File: src/rtl/pe_ctrl_pkg.sv
// Shared definitions for the PE array control sequencer: command modes,
// sequencer states and the operand skew flush length.
package pe_ctrl_pkg;

    typedef enum logic [1:0] {
        MODE_MM   = 2'b00,
        MODE_FMUL = 2'b10,
        MODE_FADD = 2'b11
    } mode_e;

    // Encoding 2'b01 is reserved; a command carrying it is consumed and flagged.
    localparam logic [1:0] MODE_ILLEGAL = 2'b01;

    typedef enum logic [2:0] {
        ST_IDLE    = 3'd0,
        ST_CLEAR   = 3'd1,
        ST_COMPUTE = 3'd2,
        ST_FLUSH   = 3'd3,
        ST_DRAIN   = 3'd4,
        ST_STREAM  = 3'd5,
        ST_FPWAIT  = 3'd6,
        ST_DONE    = 3'd7
    } state_e;

    // Cycles needed for the last operand to cross the skewed array.
    function automatic int unsigned flush_len(input int unsigned rows, input int unsigned cols);
        return rows + cols - 32'd2;
    endfunction

    // True for the two FP stream command modes.
    function automatic logic is_fp_mode(input logic [1:0] m);
        return (m == MODE_FMUL) || (m == MODE_FADD);
    endfunction

endpackage

File: src/rtl/seq_down_cnt.sv
// Loadable down counter with a zero flag; one instance times every phase.
module seq_down_cnt #(
    parameter int W = 16
) (
    input  logic         clk,
    input  logic         rst_n,
    input  logic         load,
    input  logic         dec,
    input  logic [W-1:0] load_val,
    output logic         zero
);

    logic [W-1:0] cnt_r;

    // Load has priority; decrement saturates at zero so the count never wraps.
    always_ff @(posedge clk or negedge rst_n) begin
        if (!rst_n) begin
            cnt_r <= {W{1'b0}};
        end else if (load) begin
            cnt_r <= load_val;
        end else if (dec && (cnt_r != {W{1'b0}})) begin
            cnt_r <= cnt_r - {{(W-1){1'b0}}, 1'b1};
        end else begin
            cnt_r <= cnt_r;
        end
    end

    assign zero = (cnt_r == {W{1'b0}});

endmodule

File: src/rtl/pe_array_seq.sv
// Sequencer for the shared control lines of a ROWS x COLS systolic PE array.
// All outputs are decoded from registered state (state, latched command,
// drain_valid and err flops) so nothing combinational leaks from inputs.
module pe_array_seq
    import pe_ctrl_pkg::*;
#(
    parameter int ROWS   = 16,
    parameter int COLS   = 16,
    parameter int LEN_W  = 16,
    parameter int FP_LAT = 3
) (
    input  logic             clk,
    input  logic             rst_n,
    input  logic             cmd_valid,
    output logic             cmd_ready,
    input  logic [1:0]       cmd_mode,
    input  logic [LEN_W-1:0] cmd_len,
    input  logic             cmd_ysel,
    output logic             feed_en,
    output logic [1:0]       mode_sel_out,
    output logic             y_sel_out,
    output logic             psu_clr_out,
    output logic             sys_buf_en_out,
    output logic             drain_valid,
    output logic             busy,
    output logic             done,
    output logic             err
);

    // Counter reload values are phase length minus one.
    localparam logic [LEN_W-1:0] FLUSH_LD = LEN_W'(flush_len(ROWS, COLS) - 32'd1);
    localparam logic [LEN_W-1:0] DRAIN_LD = LEN_W'(ROWS - 1);
    localparam logic [LEN_W-1:0] FPW_LD   = LEN_W'(FP_LAT + ROWS - 2);
    localparam logic [LEN_W-1:0] LEN_ONE  = {{(LEN_W-1){1'b0}}, 1'b1};
    localparam logic [LEN_W-1:0] LEN_ZERO = {LEN_W{1'b0}};

    state_e           state_r;
    state_e           state_nxt_s;
    logic [1:0]       mode_r;
    logic [LEN_W-1:0] len_r;
    logic             ysel_r;
    logic             drain_valid_r;
    logic             err_r;
    logic             accept_s;
    logic             cnt_load_s;
    logic             cnt_dec_s;
    logic [LEN_W-1:0] cnt_val_s;
    logic             cnt_zero_s;

    assign accept_s = cmd_valid && (state_r == ST_IDLE);

    seq_down_cnt #(.W(LEN_W)) u_cnt (
        .clk      (clk),
        .rst_n    (rst_n),
        .load     (cnt_load_s),
        .dec      (cnt_dec_s),
        .load_val (cnt_val_s),
        .zero     (cnt_zero_s)
    );

    // Next-state and phase counter control.
    always_comb begin
        state_nxt_s = state_r;
        cnt_load_s  = 1'b0;
        cnt_dec_s   = 1'b0;
        cnt_val_s   = LEN_ZERO;
        case (state_r)
            ST_IDLE: begin
                if (!accept_s) begin
                    state_nxt_s = ST_IDLE;
                end else if (cmd_mode == MODE_MM) begin
                    state_nxt_s = ST_CLEAR;
                end else if (is_fp_mode(cmd_mode)) begin
                    if (cmd_len == LEN_ZERO) begin
                        state_nxt_s = ST_DONE;
                    end else begin
                        state_nxt_s = ST_STREAM;
                        cnt_load_s  = 1'b1;
                        cnt_val_s   = cmd_len - LEN_ONE;
                    end
                end else begin
                    state_nxt_s = ST_IDLE;
                end
            end
            ST_CLEAR: begin
                cnt_load_s = 1'b1;
                if (len_r == LEN_ZERO) begin
                    state_nxt_s = ST_DRAIN;
                    cnt_val_s   = DRAIN_LD;
                end else begin
                    state_nxt_s = ST_COMPUTE;
                    cnt_val_s   = len_r - LEN_ONE;
                end
            end
            ST_COMPUTE: begin
                if (cnt_zero_s) begin
                    state_nxt_s = ST_FLUSH;
                    cnt_load_s  = 1'b1;
                    cnt_val_s   = FLUSH_LD;
                end else begin
                    cnt_dec_s = 1'b1;
                end
            end
            ST_FLUSH: begin
                if (cnt_zero_s) begin
                    state_nxt_s = ST_DRAIN;
                    cnt_load_s  = 1'b1;
                    cnt_val_s   = DRAIN_LD;
                end else begin
                    cnt_dec_s = 1'b1;
                end
            end
            ST_DRAIN: begin
                if (cnt_zero_s) begin
                    state_nxt_s = ST_DONE;
                end else begin
                    cnt_dec_s = 1'b1;
                end
            end
            ST_STREAM: begin
                if (cnt_zero_s) begin
                    state_nxt_s = ST_FPWAIT;
                    cnt_load_s  = 1'b1;
                    cnt_val_s   = FPW_LD;
                end else begin
                    cnt_dec_s = 1'b1;
                end
            end
            ST_FPWAIT: begin
                if (cnt_zero_s) begin
                    state_nxt_s = ST_DONE;
                end else begin
                    cnt_dec_s = 1'b1;
                end
            end
            ST_DONE: begin
                state_nxt_s = ST_IDLE;
            end
            default: begin
                state_nxt_s = ST_IDLE;
            end
        endcase
    end

    // State register.
    always_ff @(posedge clk or negedge rst_n) begin
        if (!rst_n) begin
            state_r <= ST_IDLE;
        end else begin
            state_r <= state_nxt_s;
        end
    end

    // Command latch, captured on the accepting edge.
    always_ff @(posedge clk or negedge rst_n) begin
        if (!rst_n) begin
            mode_r <= 2'b00;
            len_r  <= LEN_ZERO;
            ysel_r <= 1'b0;
        end else if (accept_s) begin
            mode_r <= cmd_mode;
            len_r  <= cmd_len;
            ysel_r <= cmd_ysel;
        end else begin
            mode_r <= mode_r;
            len_r  <= len_r;
            ysel_r <= ysel_r;
        end
    end

    // Drain valid trails sys_buf_en by one cycle (PE bottom output is registered);
    // err pulses for one cycle when an illegal command is consumed.
    always_ff @(posedge clk or negedge rst_n) begin
        if (!rst_n) begin
            drain_valid_r <= 1'b0;
            err_r         <= 1'b0;
        end else begin
            drain_valid_r <= (state_r == ST_DRAIN);
            err_r         <= accept_s && (cmd_mode == MODE_ILLEGAL);
        end
    end

    assign cmd_ready      = (state_r == ST_IDLE);
    assign busy           = (state_r != ST_IDLE);
    assign done           = (state_r == ST_DONE);
    assign feed_en        = (state_r == ST_COMPUTE) || (state_r == ST_STREAM);
    assign psu_clr_out    = (state_r == ST_CLEAR);
    assign sys_buf_en_out = (state_r == ST_DRAIN);
    assign mode_sel_out   = (state_r == ST_IDLE) ? 2'b00 : mode_r;
    assign y_sel_out      = ((state_r == ST_CLEAR) || (state_r == ST_COMPUTE) ||
                             (state_r == ST_FLUSH) || (state_r == ST_DRAIN)) ? ysel_r : 1'b0;
    assign drain_valid    = drain_valid_r;
    assign err            = err_r;

endmodule

File: config.mk
export PLATFORM = sky130hd
export DESIGN_NAME = pe_array_seq
export DESIGN_NICKNAME = d
export VERILOG_FILES = /design/src/rtl/pe_ctrl_pkg.sv /design/src/rtl/seq_down_cnt.sv /design/src/rtl/pe_array_seq.sv
export SDC_FILE = /design/constraint.sdc
export NUM_CORES = 1
export LEC_CHECK = 0
export ABC_CLOCK_PERIOD_IN_PS = 3450
export CAP_MARGIN = 0
export CORE_ASPECT_RATIO = 0.75
export CORE_MARGIN = 3
export CORE_UTILIZATION = 45
export CTS_BUF_LIST = sky130_fd_sc_hd__clkbuf_4
export DETAILED_ROUTE_END_ITERATION = 12
export PLACE_DENSITY = 0.72
export SLEW_MARGIN = 20
export SYNTH_ARGS = -nofsm -noshare
export SYNTH_HDL_FRONTEND = slang
export SYNTH_HIERARCHICAL = 1
export SYNTH_SLANG_ARGS = --single-unit
File: constraint.sdc
create_clock -name clk -period 3.45 [get_ports clk]
set_input_delay 0.69 -clock clk [delete_from_list [all_inputs] [get_ports clk]]
set_output_delay 0.69 -clock clk [all_outputs]
set_load 0.005 [all_outputs]
# ---- Word-level counts from Yosys, hierarchy flattened
# Index checks and enable logic that the tools add are counted.
dict set report totals {
  register_bits 40
  inputBits 22
  out_inout_bits 11
  elab_cells 75
}
dict set report op_classes {
  n_addsub 3
  n_eq_ne 14
  n_mux 31
  reduce_logical 20
}
# op count
set op_table {}
lappend op_table {{16-bit 2-to-1 mux} 7}
lappend op_table {{16-bit case mux with 5 select lines} 1}
lappend op_table {{16-bit logical NOT} 3}
lappend op_table {{16-bit by 1-bit subtractor with 16-bit output (second input constant)} 3}
lappend op_table {{3-bit 2-to-1 mux} 8}
lappend op_table {{3-bit case mux with 7 select lines} 1}
lappend op_table {{16-bit nonzero test} 1}
lappend op_table {{3-bit equality test (second input constant)} 4}
lappend op_table {{5-bit 2-to-1 mux} 2}
lappend op_table {{1-bit 2-to-1 mux} 8}
lappend op_table {{3-bit by 2-bit equality test with 1-bit output (second input constant)} 2}
lappend op_table {{2-bit inequality test (second input constant)} 3}
lappend op_table {{1-bit logical OR} 5}
lappend op_table {{5-bit OR reduction} 1}
lappend op_table {{2-bit equality test (second input constant)} 2}
lappend op_table {{2-bit 2-to-1 mux} 2}
lappend op_table {{4-bit 2-to-1 mux} 1}
lappend op_table {{4-bit AND reduction} 1}
lappend op_table {{3-bit by 1-bit equality test with 1-bit output (second input constant)} 1}
lappend op_table {{1-bit logical AND} 3}
lappend op_table {{3-bit logical NOT} 1}
lappend op_table {{1-bit case mux with 3 select lines} 1}
lappend op_table {{3-bit nonzero test} 1}
lappend op_table {{3-bit OR reduction} 1}
lappend op_table {{other kinds (5)} 5}

# ---- Longest topological paths before layout
dict set report logic_depth {
  depth_word 7
  depth_mapped 13
  depth_no_buf 12
}

# ---- Hierarchy
# Netlist, hierarchy kept.
# module instances cells_each area_each_um2 seq_area_each_um2
set modules_own_cells {}
lappend modules_own_cells {pe_array_seq 1 206 1826.8 600.6}
lappend modules_own_cells {seq_down_cnt 1 124 1054.8 400.4}

# ---- Worst setup path after synthesis
# OpenSTA, ideal clock, no wires.
dict set report synth_timing {
  kind {reg2reg}
  from {register u_cnt.cnt_r[12]}
  to {register u_cnt.cnt_r[15]}
  setup_ns 0.082
  arrival_time_ns 3.193
  required_ns 3.368
  setup_slack_ns 0.175
  path_stages_with_launch 12
  n_path_buf 3
  synth_period_minus_slack_ns 3.275
  cell_sequence {dfrtp_1 > clkbuf_1 > or3_1 > nor4_1 > and2_1 > clkbuf_1 > nor3_1 > or3b_2 > or3_1 > buf_2 > or4b_1 > a31oi_1}
}
dict set report synth_between {
  elab_chain_len 5
  elab_cells_between_ends 11
  cone_classes {add/sub (1); mux (6); reduce/logical (4)}
}
# element line
set synth_rtl {}
lappend synth_rtl {{start, declared} seq_down_cnt.sv:13} ;# logic [W-1:0] cnt_r;
lappend synth_rtl {{start signal, assigned} seq_down_cnt.sv:18} ;# cnt_r <= {W{1'b0}};
lappend synth_rtl {{start signal, assigned} seq_down_cnt.sv:20} ;# cnt_r <= load_val;
lappend synth_rtl {{start signal, assigned} seq_down_cnt.sv:22} ;# cnt_r <= cnt_r - {{(W-1){1'b0}}, 1'b1};
lappend synth_rtl {{16-bit logical NOT} seq_down_cnt.sv:28} ;# assign zero = (cnt_r == {W{1'b0}});
lappend synth_rtl {{net cnt_zero_s} pe_array_seq.sv:48} ;# logic cnt_zero_s;
lappend synth_rtl {{1-bit 2-to-1 mux (2 in a row)} --}
lappend synth_rtl {{net cnt_dec_s} pe_array_seq.sv:46} ;# logic cnt_dec_s;
lappend synth_rtl {{1-bit logical AND} seq_down_cnt.sv:21} ;# end else if (dec && (cnt_r != {W{1'b0}})) begin
lappend synth_rtl {{2-bit nonzero test (no line)} --}
# The timed path passes the listed nets, and every way through them passes these cells. The select of a mux whose other input is x is not followed.
# A chain may end at the register's enable or synchronous reset.

# ---- Worst setup path after layout
dict set report layout_timing {
  from {register u_cnt.cnt_r[1]}
  to {register u_cnt.cnt_r[11]}
}
# Same word-level chain as after synthesis.

==> impl_metrics.yaml <==
floorplanning:
  pin_count: 33
  die_y_um: 75.30
  die_x_um: 98.40
  placementRows: 24
  die_area_mm2: 0.007410
  start_util_pct: 47.98
  core_area_mm2: 0.006006
run:
  maxCapViolations: 0
worst_setup_path:
  start_kind: "register"
  regToRegStartpoint: "u_cnt/cnt_r[1]"
  crit_type: "reg -> reg"
  cp-end-kind: "register"
  cp.arrival_ps: 3400
  crit_path_end: "u_cnt/cnt_r[11]"
  r2r-end: "u_cnt/cnt_r[11]"
  reg2reg_depth: 10
  r2r_slack_ps: 340
  worst-path-max-fanout: 9
  critPathLaunch: "u_cnt/cnt_r[1]"
  critPathRequiredTime_ps: 3740
sta:
  finalMaxSlewViolations: 0
  setup_viol: 0
  rsz0062_at_grt: "false"
  relSlewSlack_pct: 39.25
  tightestPinTransition_ps: 911.3
  post-route-period-util_pct: 90.20
  hold_violations: 0
  finalSetupTns_ps: 0
  fmax_mhz: 321.4
  period_needed_ps: 3112
  skew_ps: 12.31
global_route:
  grt_max_degree: 41
  antenna_found_initial: 0
  track_usage_pct: 21.27
  grt_overflow_total: 0
  grt_pass1_vias: 2501
  grt_pass1_wl_um: 12710
clocking:
  post_cts_buffers: 0
  cts.sinks: 40
  cts_buffers: 5
  ctsResizeCount: 0
  clk_pin_slew_ps: 130
  cts_hold_repair.buffers: 0
  cts_tree: "built"
  cts-root-buf: "clkbuf_4"
  worstSkewPairLatency_ps: 350
  h-tree-depth: 2
  clk_path_buf_depth: 2
drt:
  via_count: 2690
  routed_wl_um: 7479
  drc: 0
  ant_nets: 0
  dr.pass1.iters: 4
  vias_per_cell: 6.045
  drt-initial-drc-count: 210
  wire_per_inst_um: 16.81
finish:
  antennaDiodeCount: 0
  fillers: 563
  area_growth_pct: 16.85
  drive_gt1_share_pct: 14.44
  fin_nets: 392
  layout_common_cells: "dfrtp_1, clkdlybuf4s50_1, nand2_1"
  layout_commonest_cell: "dfrtp_1"
logic_synthesis:
  synth_warnings: 6
  syn_inst: 330
  avgSynthCellArea_um2: 8.732
  yosysUniqueCellTypes: 53
  synth-seq-cells: 40
  synth_fp_nets: 356
  synth-edff-count: 0
  synthArstFlopShare_pct: 100.0
  synth_top_flop_cell: "dfrtp_1"
  netlist_area_mm2: 0.002882
  seq_area_frac_synth_pct: 34.74
worst_hold_path:
  hold_class: "in -> async"
power:
  p_total_w: 0.002636
  irDropWorstVdd_v: 0.0003598
  power_density_mw_per_mm2: 782.9
  leakage_nw: 1.255
run_status:
  status: "finished clean"
placed_design:
  hpwl_um: 5724
  finalWeightedCongestion: 0.8583
  port_buffers: 32
## where the power goes
| part | internal (W) | leakage [nW] | switching [W] |
|---|---|---|---|
| clock | 0.0000750 | 0.0324 | 0.000162 |
| combinational | 0.000694 | 0.735 | 0.000705 |
| sequential | 0.000699 | 0.488 | 0.000301 |
| total | 0.00147 | 1.25 | 0.00117 |
## kinds of logic (layout without fill, tap and decap cells)
logic type               Yosys count  in the layout  synth area share (%)
AND/OR/NAND/NOR                  137            137                 26.27
AO/OA/AOI/OAI                     75             75                 16.94
flip-flops                        40             40                 34.74
buffers and inverters             29             66                 5.210
XOR/XNOR                          28             28                 8.511
multiplexers                      17             17                 6.600
adder cells (fa/ha/maj)            4              4                 1.737
## synth_stat cells, drive strengths merged, types with 9 or more instances
library cell | instances | area share [%]
or3 | 12 | 2.9
clkbuf | 11 | 1.8
mux2 | 16 | 6.3
nor3 | 18 | 3.1
nand2 | 27 | 3.5
xnor2 | 14 | 4.3
o22ai | 12 | 2.6
o21ai | 20 | 3.5
nand3 | 9 | 1.6
or4 | 12 | 3.4
inv | 11 | 1.4
nor2 | 26 | 3.4
dfrtp | 40 | 35
xor2 | 14 | 4.3
## how the worst min path moves through the flow
stage | from | to | slack, ps | depth (start not counted)
final | rst_n | u_cnt/cnt_r[1] | 450 | 1
after global routing | rst_n | len_r[11] | 510 | 1
after CTS | rst_n | u_cnt/cnt_r[1] | 490 | 1
after detailed placement | ysel_r | ysel_r | 490 | 1
after global placement | mode_r[0] | mode_r[0] | 480 | 1
after floorplan | rst_n | drain_valid | 390 | 0
## layout make-up
cell class | count | area (µm²) | share of cell area (%)
multi-input combinational | 261 | 1735 | 51.54
sequential | 40 | 1001 | 29.73
timing repair buffer | 47 | 440.4 | 13.08
tap | 78 | 97.59 | 2.899
inverter | 11 | 41.29 | 1.226
clock buffer | 5 | 37.54 | 1.115
clock inverter | 3 | 13.76 | 0.4088
## layer usage
| metal | routed length (µm) | up-vias | track usage [%] |
|---|---|---|---|
| li1 | - | 1299 | - |
| met1 | 3792 | 1303 | 32.51 |
| met2 | 3200 | 83 | 32.51 |
| met3 | 446 | 5 | 3.477 |
| met4 | 40 | 0 | 3.333 |
| met5 | 0 | - | 0 |
## worst max-delay path: stages (launching register included)
cell and delay [ps]:
dfrtp_1 390, inv_1 70, ha_1 230, nand2b_1 110, nor4_1 60, and2_1 190, nor3_1 290, or3b_2 550
or3_1 470, or4b_1 520, a31oi_1 170
## state kept, by name (all words and copies together) (netlist names)
register	flops
len_r	16
u_cnt/cnt_r	16
state_r	3
mode_r	2
drain_valid	1
err	1
ysel_r	1
## per-stage QoR
| stage | instance area (µm²) | instances | hold WS (ps) | setup slack (ps) | utilization (%) |
|---|---|---|---|---|---|
| after global placement | 3316 | 437 | 483.1 | 204.8 | 55.21 |
| after floorplan | 2882 | 330 | 394.4 | 174.8 | - |
| after global routing | 3367 | 445 | 511.6 | 136.9 | 56.06 |
| after detailed placement | 3316 | 437 | 488.3 | 116.5 | 55.21 |
| final | 3367 | 445 | 453.7 | 338.2 | 56.06 |
| after CTS | 3367 | 445 | 486.1 | 324.2 | 56.06 |
Note: power is estimated with default switching activity, not from simulation.
